===== src/rtl/multi_channel_nco_divider.sv =====
`timescale 1ns/1ps
// multi_channel_nco_divider: NCH phase-accumulator square-wave outputs programmed by BCD digits + unit code.
// Optional PHASE_RESET_EN: a commit clears that channel's accumulator and output for an aligned phase start.
module multi_channel_nco_divider #(
  parameter int NCH = 2,
  parameter int unsigned CLK_HZ = 100000000,
  parameter int ACC_W = 40,
  localparam int CW = NCH > 1 ? $clog2(NCH) : 1
) (
  input  logic             clk_100MHz,
  input  logic             rst,
  input  logic             cfg_valid,
  output logic             cfg_ready,
  input  logic [CW-1:0]    cfg_ch,
  input  logic [3:0][3:0]  cfg_digit,
  output logic             cfg_done,
  output logic             cfg_err,
  input  logic [NCH-1:0]   run_en,
  output logic [NCH-1:0]   clk_out
);
  localparam logic [ACC_W-1:0] T = ACC_W'(64'(CLK_HZ) * 64'd500);
  if (NCH < 1 || NCH > 8 || !((64'd1 << ACC_W) > 64'd999_000_000_000 &&
      (64'd1 << ACC_W) > 64'(CLK_HZ) * 64'd1000)) begin : g_bad_param
    $error("multi_channel_nco_divider: NCH out of range or ACC_W too narrow for CLK_HZ");
  end
  typedef enum logic [1:0] {IDLE, CHECK, SCALE, COMMIT} state_t;
  state_t state;
  logic [CW-1:0] ch_q;
  logic [3:0][3:0] dig;
  logic [ACC_W-1:0] v, d0, d1, d2, v_init;
  logic [3:0] cnt, k;
  logic bad, dig_bad, commit_ok;
  always_comb begin
    d0 = ACC_W'(dig[0]);
    d1 = ACC_W'(dig[1]);
    d2 = ACC_W'(dig[2]);
    v_init = (d0 << 6) + (d0 << 5) + (d0 << 2) + (d1 << 3) + (d1 << 1) + d2;
    k = dig[3] == 4'hb ? 4'd3 : dig[3] == 4'hc ? 4'd6 : dig[3] == 4'hd ? 4'd9 : 4'd0;
    dig_bad = dig[0] > 4'd9 || dig[1] > 4'd9 || dig[2] > 4'd9 ||
              dig[3] < 4'ha || dig[3] > 4'hd || 32'(ch_q) >= NCH;
    commit_ok = state == COMMIT && !bad && v <= T;
  end
  // Digit errors are reported from COMMIT too, so every request answers exactly once.
  always_ff @(posedge clk_100MHz or negedge rst) begin
    if (!rst) begin
      state <= IDLE;
      cfg_ready <= 1'b1;
      cfg_done <= 1'b0;
      cfg_err <= 1'b0;
      ch_q <= '0;
      dig <= '0;
      v <= '0;
      cnt <= '0;
      bad <= 1'b0;
    end else begin
      cfg_done <= 1'b0;
      cfg_err <= 1'b0;
      case (state)
        IDLE: if (cfg_valid && cfg_ready) begin
          ch_q <= cfg_ch;
          dig <= cfg_digit;
          cfg_ready <= 1'b0;
          state <= CHECK;
        end
        CHECK: begin
          bad <= dig_bad;
          v <= v_init;
          cnt <= k;
          state <= (dig_bad || k == 4'd0) ? COMMIT : SCALE;
        end
        SCALE: begin
          v <= (v << 3) + (v << 1);
          cnt <= cnt - 4'd1;
          if (cnt == 4'd1) state <= COMMIT;
        end
        COMMIT: begin
          cfg_done <= commit_ok;
          cfg_err <= !commit_ok;
          cfg_ready <= 1'b1;
          state <= IDLE;
        end
        default: state <= IDLE;
      endcase
    end
  end
  for (genvar i = 0; i < NCH; i++) begin : g_ch
    logic [ACC_W-1:0] inc, acc, s;
    logic q, we;
    assign s = acc + inc;
    assign we = commit_ok && ch_q == CW'(i);
    assign clk_out[i] = q;
    always_ff @(posedge clk_100MHz or negedge rst) begin
      if (!rst) begin
        inc <= '0;
        acc <= '0;
        q <= 1'b0;
      end else begin
        if (we) inc <= v;
`ifdef PHASE_RESET_EN
        if (we || !run_en[i]) begin
`else
        if (!run_en[i]) begin
`endif
          acc <= '0;
          q <= 1'b0;
        end else if (s >= T) begin
          acc <= s - T;
          q <= ~q;
        end else acc <= s;
      end
    end
  end
endmodule


===== config.mk =====
export PLATFORM = sky130hd
export DESIGN_NAME = multi_channel_nco_divider
export DESIGN_NICKNAME = d
export VERILOG_FILES = /design/src/rtl/multi_channel_nco_divider.sv
export SDC_FILE = /design/constraint.sdc
export NUM_CORES = 1
export LEC_CHECK = 0
export BUFFER_PORTS_ARGS = -buffer_cell sky130_fd_sc_hd__clkbuf_2
export CORE_ASPECT_RATIO = 0.5
export CORE_UTILIZATION = 53
export CTS_CLUSTER_SIZE = 8
export DETAILED_ROUTE_END_ITERATION = 16
export GPL_TIMING_DRIVEN = 0
export MAX_ROUTING_LAYER = met4
export PLACE_DENSITY = 0.67
export SETUP_SLACK_MARGIN = 0.4
export SLEW_MARGIN = 30
export SYNTH_ARGS = -nofsm -noshare
export SYNTH_HDL_FRONTEND = slang
export SYNTH_SLANG_ARGS = --single-unit
export TNS_END_PERCENT = 30

===== constraint.sdc =====
create_clock -name clk_100MHz -period 4.7 [get_ports clk_100MHz]
set_input_delay 0.94 -clock clk_100MHz [delete_from_list [all_inputs] [get_ports clk_100MHz]]
set_output_delay 0.94 -clock clk_100MHz [all_outputs]
set_load 0.02 [all_outputs]

==> results <==
- Among all flip-flop cells after synthesis, the most frequent one is sky130_fd_sc_hd__dfrtp_1.
- For this run, the register share of the synthesized area comes to 0.320.
- The maximum operating frequency is ~0.22 GHz.
- The count of cells along the worst register-to-register path is 12.
- The share of the synthesized area in the top cell type is 0.319.
- Counting flops with an async set or reset pin after synthesis yields a share of 1.00.
- The peak supply drop is 382 uV.
- The floorplan core area is ~33000 um2.
- The normalized max-slew margin is 0.430.
- The clock slew seen by the registers of the worst setup and hold paths is 0.06 ns.
- The transition at the pin with the smallest max-transition slack is roughly 0.83 ns.
- The number of antenna violations at the first check in global routing is 0.
- The endpoint type of the worst setup path is a register.
- The tool flagged a number of max-cap violations equal to 0.
- For this block, the routed nets add up to 50.7 mm of wire.
- For the worst-skew pair, the clock arrives at the later sink with an insertion delay of between 0.5 and 0.6 ns.
- Fill cells in the final layout number approximately 2.8k.
- The die covers 34500 um2.
- After legalization and detailed placement, the total HPWL measured 36.5 mm.
- For this design, the sink count on the clock tree is 229.
- The worst hold-check path type is in2async.
- The mapped netlist covers 17900 um2.
- The number of rows created at floorplan is 47.
- The footprint of the flip-flops and latches is 5730 um2.
- The global route total overflow is 0.
- The distinct cell type count after synthesis is 88.
- Counting I/O delays and the setup requirement, the final critical path takes 4.46 ns.
- Counting along the longest clock path gives a buffer depth of 3.
- Power spread over the standard cell area amounts to 621 nW/um2.
- The synthesized flop and latch total is between 200 and 250.
- The number of flops mapped to enable cells by yosys is 0.
- Setup repair after global routing could not meet its margin everywhere.
- Of the available clock period, the critical path in the final layout requires 0.948.
- The number of I/O port buffers is 26.
- The remaining antenna violation count after routing is 0.
- The run finished with clean final reports.
- The count of pins over their slew limit is 0.
- The post-detailed-route wirelength per cell is 19.7 um.
- The first global-routing pass estimated 79.9 mm of wire.
- The CTS tree is done.
- After detailed routing, the number of vias per cell comes to 6.26.
- Once placement completed, the tool counted placed cells totaling 2458.
- Entering global routing, the biggest net connects 78 pins.
- By area the synthesized netlist is led by sky130_fd_sc_hd__dfrtp_1 32%, sky130_fd_sc_hd__ha_1 10%, sky130_fd_sc_hd__mux2_2 5.5%.
- In this run the critical register-to-register path is captured at g_ch[1].acc[37].
- Compared with the post-synthesis result, the final layout area differs by 18.7%.
- The final net count is 2295.
- The required time at the worst-slack endpoint is 5.07 ns.
- STA puts the critical path data arrival time at 4.83 ns.
- Measured along the x axis, the die boundary spans 262 um.
- The number of diodes is 0.
- In this run the worst path has a maximum fanout of 6.
- Overall power consumption after layout is estimated at 13.2 mW.
- The clock tree synthesis step divided the H-tree into 2 levels.
- The number of failing setup endpoints in the final timing report is 0.
- The worst register-to-register path has a setup slack of between 0.2 and 0.25 ns.
- Summed over all cells, the static leakage comes to 10.1 nW.
- The initial standard-cell utilization of the core is 0.540.
- Dividing the synthesized area by the synthesized cell count gives roughly 9.0 um2.
- The tree is rooted in a sky130_fd_sc_hd__clkbuf_16.
- Yosys printed 0 warnings.
- The worst hold margin is 0.281 ns.
- In this run, CTS created clock tree buffers numbering 34.
- Buffers inserted to repair hold after CTS numbered 0.
- The detailed router's first-iteration violation count is 1409.
- In the final layout, the multi-input gates occupy 12500 um2.
- STA classifies the critical path startpoint as a register.
- Measured along the y axis, the die boundary spans 132 um.
- The top-level port count is 27.
- The first TritonRoute pass finished after 6 iterations.
- In this run the critical register-to-register path is launched from g_ch[1].inc[1].
- The routed layout has 16.1k vias.
- Between clock sinks in the finished design, the worst skew comes to about 0.023 ns.
- The cell area after placement is 18700 um2.
- The number of hold violations in the final report is 0.
- Across every metal layer, demand over resource in global routing totals 0.299.
- The via count of the first global-routing pass was 15.0k.
- The number of non-filler instances in the completed layout is 2567.
- After detailed routing, the number of remaining DRC violations is 0.
- The finished cells cover between 20000 and 25000 um2.
- The final standard cell utilization of the core is 0.640.
- The largest area contributor in the netlist is sky130_fd_sc_hd__dfrtp_1.
- When the netlist entered floorplanning its net count stood at between 2k and 2.5k.
- The weighted congestion at the end of routability-driven global placement is 0.944.
- In the final layout, the share of cells above drive strength 1 is 0.198.
- The critical path in this run is classified as reg2reg.
- Counting every instance in the synthesized netlist gives about 2.0k.
==> critical path: stages (launching register included) <==
cell                       delay (ns)
sky130_fd_sc_hd__dfrtp_1         0.43
sky130_fd_sc_hd__ha_4            0.27
sky130_fd_sc_hd__a211oi_4        0.36
sky130_fd_sc_hd__nor3_2          0.14
sky130_fd_sc_hd__o2111a_2        0.32
sky130_fd_sc_hd__o31a_4          0.41
sky130_fd_sc_hd__a311oi_4        0.46
sky130_fd_sc_hd__o21bai_1        0.14
sky130_fd_sc_hd__a211o_1         0.34
sky130_fd_sc_hd__or3_1           0.48
sky130_fd_sc_hd__o311ai_1        0.64
sky130_fd_sc_hd__or4_4           0.26
sky130_fd_sc_hd__a21oi_4         0.06
==> cell type report <==
cell class | instances | area share
Buffer | 85 | 0.0206
Clock buffer | 44 | 0.0453
Inverter | 70 | 0.0124
Multi-Input combinational cell | 1604 | 0.590
Sequential cell | 229 | 0.270
Tap cell | 441 | 0.0260
Timing Repair Buffer | 94 | 0.0355
==> registers in the layout, summed over array words and instances, names as in the netlist <==
name	count
d1	4
dig	4
d0	4
cfg_done	1
g_ch.acc	80
v	40
g_ch.inc	80
cnt	4
state	2
d2	4
g_ch.q	2
ch_q	1
cfg_err	1
bad	1
cfg_ready	1
==> placed cells by master, fill, tap and decap left out, types with 13 or more instances in the layout <==
cell	instances
sky130_fd_sc_hd__dfrtp_1	228
sky130_fd_sc_hd__a21oi_1	147
sky130_fd_sc_hd__ha_1	138
sky130_fd_sc_hd__nor2_1	127
sky130_fd_sc_hd__nand2_1	125
sky130_fd_sc_hd__o21ai_0	95
sky130_fd_sc_hd__mux2_2	87
sky130_fd_sc_hd__a21o_1	74
sky130_fd_sc_hd__inv_1	67
sky130_fd_sc_hd__buf_4	63
sky130_fd_sc_hd__clkbuf_1	52
sky130_fd_sc_hd__xnor2_1	52
sky130_fd_sc_hd__nand3_1	44
sky130_fd_sc_hd__clkbuf_2	38
sky130_fd_sc_hd__clkbuf_16	38
sky130_fd_sc_hd__and2_1	37
sky130_fd_sc_hd__nor3_1	36
sky130_fd_sc_hd__or3_1	34
sky130_fd_sc_hd__nor2b_1	29
sky130_fd_sc_hd__and3_1	27
sky130_fd_sc_hd__nand4_1	25
sky130_fd_sc_hd__o21a_1	25
sky130_fd_sc_hd__xor2_1	25
sky130_fd_sc_hd__a22o_1	25
sky130_fd_sc_hd__o211ai_1	23
sky130_fd_sc_hd__o31ai_1	23
sky130_fd_sc_hd__a31oi_1	19
sky130_fd_sc_hd__o21bai_1	18
sky130_fd_sc_hd__mux2i_1	17
sky130_fd_sc_hd__a211o_1	16
sky130_fd_sc_hd__a21oi_2	15
sky130_fd_sc_hd__nand2b_1	15
sky130_fd_sc_hd__a211oi_1	13
==> cells by family after synthesis <==
| group | share of synthesized area |
|---|---|
| adder cells (fa/ha/maj) | 0.113 |
| AO/OA/AOI/OAI | 0.244 |
| flip-flops | 0.320 |
| XOR/XNOR | 0.0461 |
| buffers and inverters | 0.0350 |
| AND/OR/NAND/NOR | 0.178 |
| multiplexers | 0.0643 |
==> routing by layer <==
metal / global-route usage / share of wire / up-vias
met5: - / 0 / -
met4: 0.0598 / 0.015 / 0
met3: 0.0481 / 0.071 / 71
met2: 0.425 / 0.42 / 496
met1: 0.447 / 0.49 / 7770
li1: - / - / 7722
==> how the worst max path moves through the flow <==
stage                                  to      startpoint
after floorplan           g_ch[1].acc[21]  g_ch[1].inc[0]
after global placement     g_ch[0].acc[2]             rst
after detailed placement  g_ch[0].acc[24]  g_ch[0].inc[0]
after CTS                 g_ch[0].acc[28]  g_ch[0].inc[0]
after global routing      g_ch[1].acc[37]  g_ch[1].inc[1]
final                     g_ch[1].acc[37]  g_ch[1].inc[1]
==> per-stage QoR <==
| step | worst slack [ns] | TNS [ns] |
|---|---|---|
| after floorplan | 0.500 | 0 |
| after global placement | -2.22 | -513.62 |
| after detailed placement | -0.495 | -15.56 |
| after CTS | 0.369 | 0 |
| after global routing | 0.166 | 0 |
| final | 0.245 | 0 |
==> cells in the mapped netlist, drive strengths merged, types with 16 or more instances <==
library cell / instances
xnor2: 63
and2: 38
a21oi: 168
mux2: 87
xor2: 29
o31ai: 30
nand3: 48
buf: 19
nor3: 47
a22o: 25
nor2: 130
nand2: 128
or4: 16
inv: 70
and3: 27
o21ai: 112
mux2i: 17
nand4: 25
a211oi: 21
o211ai: 23
or3: 37
a211o: 16
o21bai: 20
dfrtp: 228
a31oi: 24
nor4: 16
nor2b: 32
a21o: 75
clkbuf: 66
o21a: 25
ha: 145
==> report_power, final <==
| part | switching (mW) | internal, mW |
|---|---|---|
| sequential | 0.539 | 2.54 |
| combinational | 4.47 | 3.32 |
| clock | 0.902 | 1.41 |
==> repair_timing <==
action | CTS | global route
gates cloned | 1 | 1
resized for setup | 125 | 121
endpoints found under the hold margin | 0 | 0
endpoints found under the setup margin | 62 | 62
setup buffers | 37 | 26
pin swaps | 50 | 54
(Power assumes the default switching activity.)
